`config.mk`:
```
export PLATFORM = sky130hd
export DESIGN_NAME = serial_adder
export DESIGN_NICKNAME = d
export VERILOG_FILES = /design/src/rtl/serial_adder.sv
export SDC_FILE = /design/constraint.sdc
export NUM_CORES = 1
export LEC_CHECK = 0
export ABC_CLOCK_PERIOD_IN_PS = 1900
export BUFFER_PORTS_ARGS = -buffer_cell sky130_fd_sc_hd__buf_2
export CORE_UTILIZATION = 45
export DETAILED_ROUTE_END_ITERATION = 12
export PLACE_DENSITY = 0.67
export SLEW_MARGIN = 20
export SYNTH_ARGS = -nofsm -noshare
export SYNTH_HDL_FRONTEND = slang
export SYNTH_SLANG_ARGS = --single-unit
```
`constraint.sdc`:
```
create_clock -name clk -period 1.9 [get_ports clk]
set_input_delay 0.19 -clock clk [delete_from_list [all_inputs] [get_ports clk]]
set_output_delay 0.19 -clock clk [all_outputs]
set_load 0.01 [all_outputs]
```
`src/rtl/serial_adder.sv`:
```
// serial_adder: bit-serial WIDTH-bit full adder.
// Operands and carry-in are captured on an accepted start.
// The block then processes one bit per clock, LSB first, through a single
// full-adder slice. A one-cycle done pulse marks the registered result.
// Optional build macro SERIAL_ADDER_SUB_EN adds a 'sub' input.
// With sub=1 the block computes a-b-cin, where cin is a borrow-in
// and cout is the inverted borrow-out.
module serial_adder #(
    parameter int WIDTH = 8
) (
    input  logic             clk,
    input  logic             rst,
    input  logic             start,
    input  logic [WIDTH-1:0] a,
    input  logic [WIDTH-1:0] b,
    input  logic             cin,
`ifdef SERIAL_ADDER_SUB_EN
    input  logic             sub,
`endif
    output logic             busy,
    output logic             done,
    output logic [WIDTH-1:0] sum,
    output logic             cout
);

    localparam int CNT_W = (WIDTH > 1) ? $clog2(WIDTH) : 1;
    localparam logic [CNT_W-1:0] CNT_LAST = CNT_W'(WIDTH - 1);

    typedef enum logic [1:0] {
        IDLE = 2'd0,
        RUN  = 2'd1,
        DONE = 2'd2
    } state_t;

    state_t           state;
    state_t           state_nxt;
    logic [WIDTH-1:0] a_sh;
    logic [WIDTH-1:0] b_sh;
    logic [WIDTH-1:0] sum_sh;
    logic [WIDTH-1:0] sum_shifted;
    logic             carry;
    logic [CNT_W-1:0] cnt;
    logic             s_bit;
    logic             carry_nxt;
    logic             last_bit;
    logic             accept;
    logic [WIDTH-1:0] b_ld;
    logic             carry_ld;

    // Single full-adder slice operating on the current LSBs and the carry flop.
    always_comb begin
        s_bit       = a_sh[0] ^ b_sh[0] ^ carry;
        carry_nxt   = (a_sh[0] & b_sh[0]) | (a_sh[0] & carry) | (b_sh[0] & carry);
        sum_shifted = {s_bit, sum_sh[WIDTH-1:1]};
    end

    // Operand conditioning at load time; subtraction is a + ~b + ~borrow.
    always_comb begin
`ifdef SERIAL_ADDER_SUB_EN
        b_ld     = sub ? ~b : b;
        carry_ld = sub ? ~cin : cin;
`else
        b_ld     = b;
        carry_ld = cin;
`endif
    end

    // Next-state logic; a start is accepted in IDLE and DONE only.
    always_comb begin
        state_nxt = state;
        accept    = 1'b0;
        last_bit  = (state == RUN) && (cnt == CNT_LAST);
        case (state)
            IDLE: begin
                if (start) begin
                    accept    = 1'b1;
                    state_nxt = RUN;
                end
            end
            RUN: begin
                if (last_bit) begin
                    state_nxt = DONE;
                end
            end
            DONE: begin
                if (start) begin
                    accept    = 1'b1;
                    state_nxt = RUN;
                end else begin
                    state_nxt = IDLE;
                end
            end
            default: state_nxt = IDLE;
        endcase
    end

    // State register.
    always_ff @(posedge clk) begin
        if (rst) begin
            state <= IDLE;
        end else begin
            state <= state_nxt;
        end
    end

    // Shift registers, carry flop, bit counter and registered outputs.
    always_ff @(posedge clk) begin
        if (rst) begin
            a_sh   <= '0;
            b_sh   <= '0;
            sum_sh <= '0;
            carry  <= 1'b0;
            cnt    <= '0;
            busy   <= 1'b0;
            done   <= 1'b0;
            sum    <= '0;
            cout   <= 1'b0;
        end else begin
            done <= 1'b0;
            if (accept) begin
                a_sh  <= a;
                b_sh  <= b_ld;
                carry <= carry_ld;
                cnt   <= '0;
                busy  <= 1'b1;
            end else if (state == RUN) begin
                carry  <= carry_nxt;
                sum_sh <= sum_shifted;
                a_sh   <= a_sh >> 1;
                b_sh   <= b_sh >> 1;
                cnt    <= cnt + CNT_W'(1);
                if (last_bit) begin
                    sum  <= sum_shifted;
                    cout <= carry_nxt;
                    busy <= 1'b0;
                    done <= 1'b1;
                end
            end
        end
    end

endmodule

```
# After elaboration in Yosys (flattened, before gate mapping)
# Index checks and enable logic that the tools add are counted.
[classes] mux=16 eq_ne=5 n_reduce_logical=11 n_addsub=1 n_bitwise=9
[op_table] op="$mux 8" count=4
[op_table] op="$mux 1" count=9
[op_table] op="$pmux 2 s3" count=1
[op_table] op="$reduce_and 2->1" count=3
[op_table] op="$mux 2" count=2
[op_table] op="$ne 2x2->1 const B" count=2
[op_table] op="$reduce_bool 2->1" count=2
[op_table] op="$reduce_or 2->1" count=2
[op_table] op="$add 3x1->3 const B" count=1
[op_table] op="$and 1x1->1" count=3
[op_table] op="$eq 3x3->1 const B" count=1
[op_table] op="$reduce_and 3->1" count=1
[op_table] op="$reduce_or 3->1" count=1
[op_table] op="$eq 2x1->1 const B" count=1
[op_table] op="$eq 2x2->1 const B" count=1
[op_table] op="$logic_not 2->1" count=1
[op_table] op="$not 1->1" count=2
[op_table] op="$or 1x1->1" count=2
[op_table] op="$xor 1x1->1" count=2
[op_table] op="$logic_and 1x1->1" count=1
[word_totals] in_bits=20 out_inout_bits=11 wordCells=52 register_bits=41

# Depth between registers and ports, before layout
[depth] depth_word=5 ltp_mapped=6 ltp_nobuf=5

# Worst setup path before layout
# No wires, ideal clock.
[synth_timing] path_type="register to register" from="register cnt[0]" to="register cout" period_less_slack_ns=1.207 path_stages_with_launch=7 setup_ns=0.071 required_ns=1.829 t_arrival_ns=1.136 n_path_buf=1 slack_ns=0.693 path_cell_list="dfxtp_1 -> ha_1 -> ha_1 -> nand3b_1 -> buf_2 -> nand2_1 -> a21oi_1"
[synth_between] elab_chain_cells=3
[synth_lines] element="start, declared" line_no="42" text="logic [CNT_W-1:0] cnt;"
[synth_lines] element="start signal, assigned" line_no="131" text="cnt <= cnt + CNT_W'(1);"
[synth_lines] element="$eq 3x3->1" line_no="72" text="last_bit = (state == RUN) && (cnt == CNT_LAST);"
[synth_lines] element="$logic_and 1x1->1" line_no="72"
[synth_lines] element="$reduce_and 3->1 (no line)"
[synth_lines] element="end signal, assigned" line_no="134" text="cout <= carry_nxt;"
[synth_lines] element="end, declared" line_no="23" text="output logic cout"
# Every way passes these cells.
# A chain may end at the register's enable or synchronous reset.

# Final worst setup path
[layout_timing] from="register cnt[0]" to="register busy"
[layout_between] elab_chain_cells=4
[layout_lines] element="$eq 3x3->1" line_no="72"
[layout_lines] element="$logic_and 1x1->1" line_no="72"
[layout_lines] element="$reduce_bool 2->1 (no line)"
[layout_lines] element="$reduce_and 2->1 (no line)"
[layout_lines] element="end signal, assigned" line_no="114" text="busy <= 1'b0;"
[layout_lines] element="end signal, assigned" line_no="125" text="busy <= 1'b1;"
[layout_lines] element="end signal, assigned" line_no="135" text="busy <= 1'b0;"
[layout_lines] element="end, declared" line_no="20" text="output logic busy,"
# Every way passes these cells.

==> metrics <==
status finished clean; Post-synth EDFFs 0; Worst-Skew Late Latency 350 ps; syn_area_per_cell 8.47 sq um; number of synthesized register bits 40; Hold Crit Class in2reg; Wirelength per Cell 12.0 um; Switch Pwr 0.395 mW; internal power ~1.2 mW; Cells on Worst Hold Path 3; CP max FO 12; max layer used met4; worst clock skew 8.32 ps; WL final around 3100 um; most frequent cells in the layout nand2_1 (50), dfxtp_1 (40), buf_2 (30), a21oi_1 (20), nor2_1 (17); RSZ-0062 raised after global routing false; Setup CP Type reg2reg; Worst Path Arrival 1690 ps; highest cell delay on the worst timing path between 300 and 400 ps; Rows 21; clock sinks 40; Peak supply drop 0.472 mV; met2 WL roughly 1400 um; first-pass GRT wire length 4850 um; total gr overflow 0; cts hold-fix bufs 0; total of max-cap violations 0; Yosys warnings 0; reg2reg setup slack 430 ps; die width 61.5 um; diode count 0; most common cell after layout, fill and taps aside nand2_1; Initial Utilization between 40% and 50%; Layout Nets 236; final setup violation count 0; largest net degree at the start of global routing 41; Final Max Tran Viols 0; vias per inst 5.12; first-pass iteration count of the detailed router 4; TritonCTS Buffers 5; Worst Setup Start Kind flop; routed length on met3 154 um; r2r worst-path depth 5; die area 3780 sq um; min Tclk post-route 1470 ps; synthesized area 1590 sq um; asr flop ratio synth 0%; Core Box Area 3360 sq um; Clock Tree Buf Depth 2; DRT iter0 DRCs 36; clock root cell clkbuf_4; Met1 Routed Length 1530 um; power per cell area between 800 and 900 nW/um^2; post-DP HPWL about 2100 um; initial antenna violation count 0; Seq/Total Area, Yosys 50.3%; synthesis-to-layout area growth 14.4%; Clk pin slew, worst setup/hold paths 110 ps; Pwr Total 1.62 mW; vias in the first global route approximately 1.1k; Slew @ Worst Pin between 600 and 700 ps; worst path cell trace ha_1, ha_1, nand3b_1, a21oi_1, nor2_1; Post-Syn Instances about 190; Leak 0.727 nW; Critical Path Slowest Stage Cell dfxtp_1; chip height 61.5 um; CTS H-tree lvls 2; clock share of power about a third; crit path capture type flop; layout cells sized above 1 19.6%; crit-path most repeated cell ha_1; Port-buffer cells 30; Hold Violations, Final 0; synth unique cells 21; Residual DRC 0; Post-Syn Nets around 210; period utilization 77.2%; Total GRT Usage approximately 18%; ys flop type dfxtp_1; Max Fclk 682 MHz; sequential power share 55.6%; I/O pins 31; GP Congestion a little over 0.7; Resized cells post-CTS 0; post-route insts no fill 260; placed insts roughly 250; Switching Fraction 24.4%; Req. time, crit path between 2000 and 2500 ps; Vias 1332; Gate power share 10.5%; CTS tree yes; slew margin rel. 54.2%; Post-DRT Antenna Nets 0; setup TNS 0 ps; buffer count from post-CTS setup fixing 0
-- area by class of cell --
type | count | area, sq um
fill | 338 | 1540
clock inverter | 2 | 35.0
clock buffer | 6 | 41.3
multi-input combinational | 131 | 687
tap | 46 | 57.6
timing repair buffer | 35 | 200
sequential | 40 | 801
-- power groups by stage --
stage / Clock (mW) / Sequential [mW] / Combinational, mW
detailed placement: 0 / 0.918 / 0.171
global route: 0.613 / 0.904 / 0.190
global placement: 0 / 0.917 / 0.164
floorplan: 0 / 0.914 / 0.131
finish: 0.549 / 0.899 / 0.170
CTS: 0.568 / 0.899 / 0.172
-- layer usage --
layer | GRT usage (%) | vias to the layer above
met3 | 7.98 | 6
met4 | 6.67 | 0
li1 | - | 687
met2 | 28.7 | 29
met5 | 0 | -
met1 | 21.6 | 610
-- critical path, delay by kind of cell (launching register included) --
kind | cells | cell delay, ps
DFF | 1 | 370
adders and majority gates | 2 | 320
AOI/OAI and AO/OA | 1 | 260
and+or+nand+nor | 2 | 390
-- worst paths after layout --
| path | start | endpoint |
|---|---|---|
| min reg2reg | sum[2] | sum[2] |
| max reg2reg | cnt[0] | busy |
| min | a[7] | a_sh[7] |
| max | cnt[0] | busy |
-- flip-flops by register name, summed over array words and instances (netlist names) --
signal  cells
busy        1
cnt         3
state       2
sum         8
sum_sh      7
carry       1
b_sh        8
cout        1
done        1
a_sh        8
-- cells in the mapped netlist, types with 2 or more instances --
library cell | number | share of area [%]
nand3_1 | 12 | 3.8
buf_6 | 2 | 1.4
mux2i_1 | 3 | 1.9
nand2b_1 | 2 | 0.79
buf_4 | 2 | 0.94
dfxtp_1 | 40 | 50
and2b_1 | 2 | 0.94
a22oi_1 | 2 | 0.94
a21oi_1 | 20 | 6.3
a311oi_1 | 13 | 7.1
buf_2 | 6 | 1.9
ha_1 | 2 | 1.6
nor2_1 | 17 | 4.0
nor3_1 | 4 | 1.3
clkbuf_1 | 6 | 1.4
nand2_1 | 50 | 12
-- through the flow --
stage / hold slack (ps) / utilization (%) / setup WS [ps] / area, sq um
4_1_cts: 57.9 / 54.2 / 427 / 1820
5_1_grt: 82.3 / 54.2 / 313 / 1820
3_3_place_gp: 439 / 51.9 / 497 / 1750
6_report: 71.3 / 54.2 / 434 / 1820
3_5_place_dp: 441 / 51.9 / 447 / 1750
2_1_floorplan: 326 / - / 693 / 1590
-- kinds of logic (layout without fill, tap and decap cells) --
| group | count (synthesis) | in the layout | synth area share [%] |
|---|---|---|---|
| adder cells (fa/ha/maj) | 3 | 3 | 2.83 |
| AND/OR/NAND/NOR | 88 | 88 | 23.0 |
| AO/OA/AOI/OAI | 36 | 36 | 14.8 |
| multiplexers | 3 | 3 | 1.89 |
| XOR/XNOR | 1 | 1 | 0.550 |
| buffers and inverters | 17 | 43 | 6.60 |
| flip-flops | 40 | 40 | 50.3 |
Power figures use the tool's default switching activity.
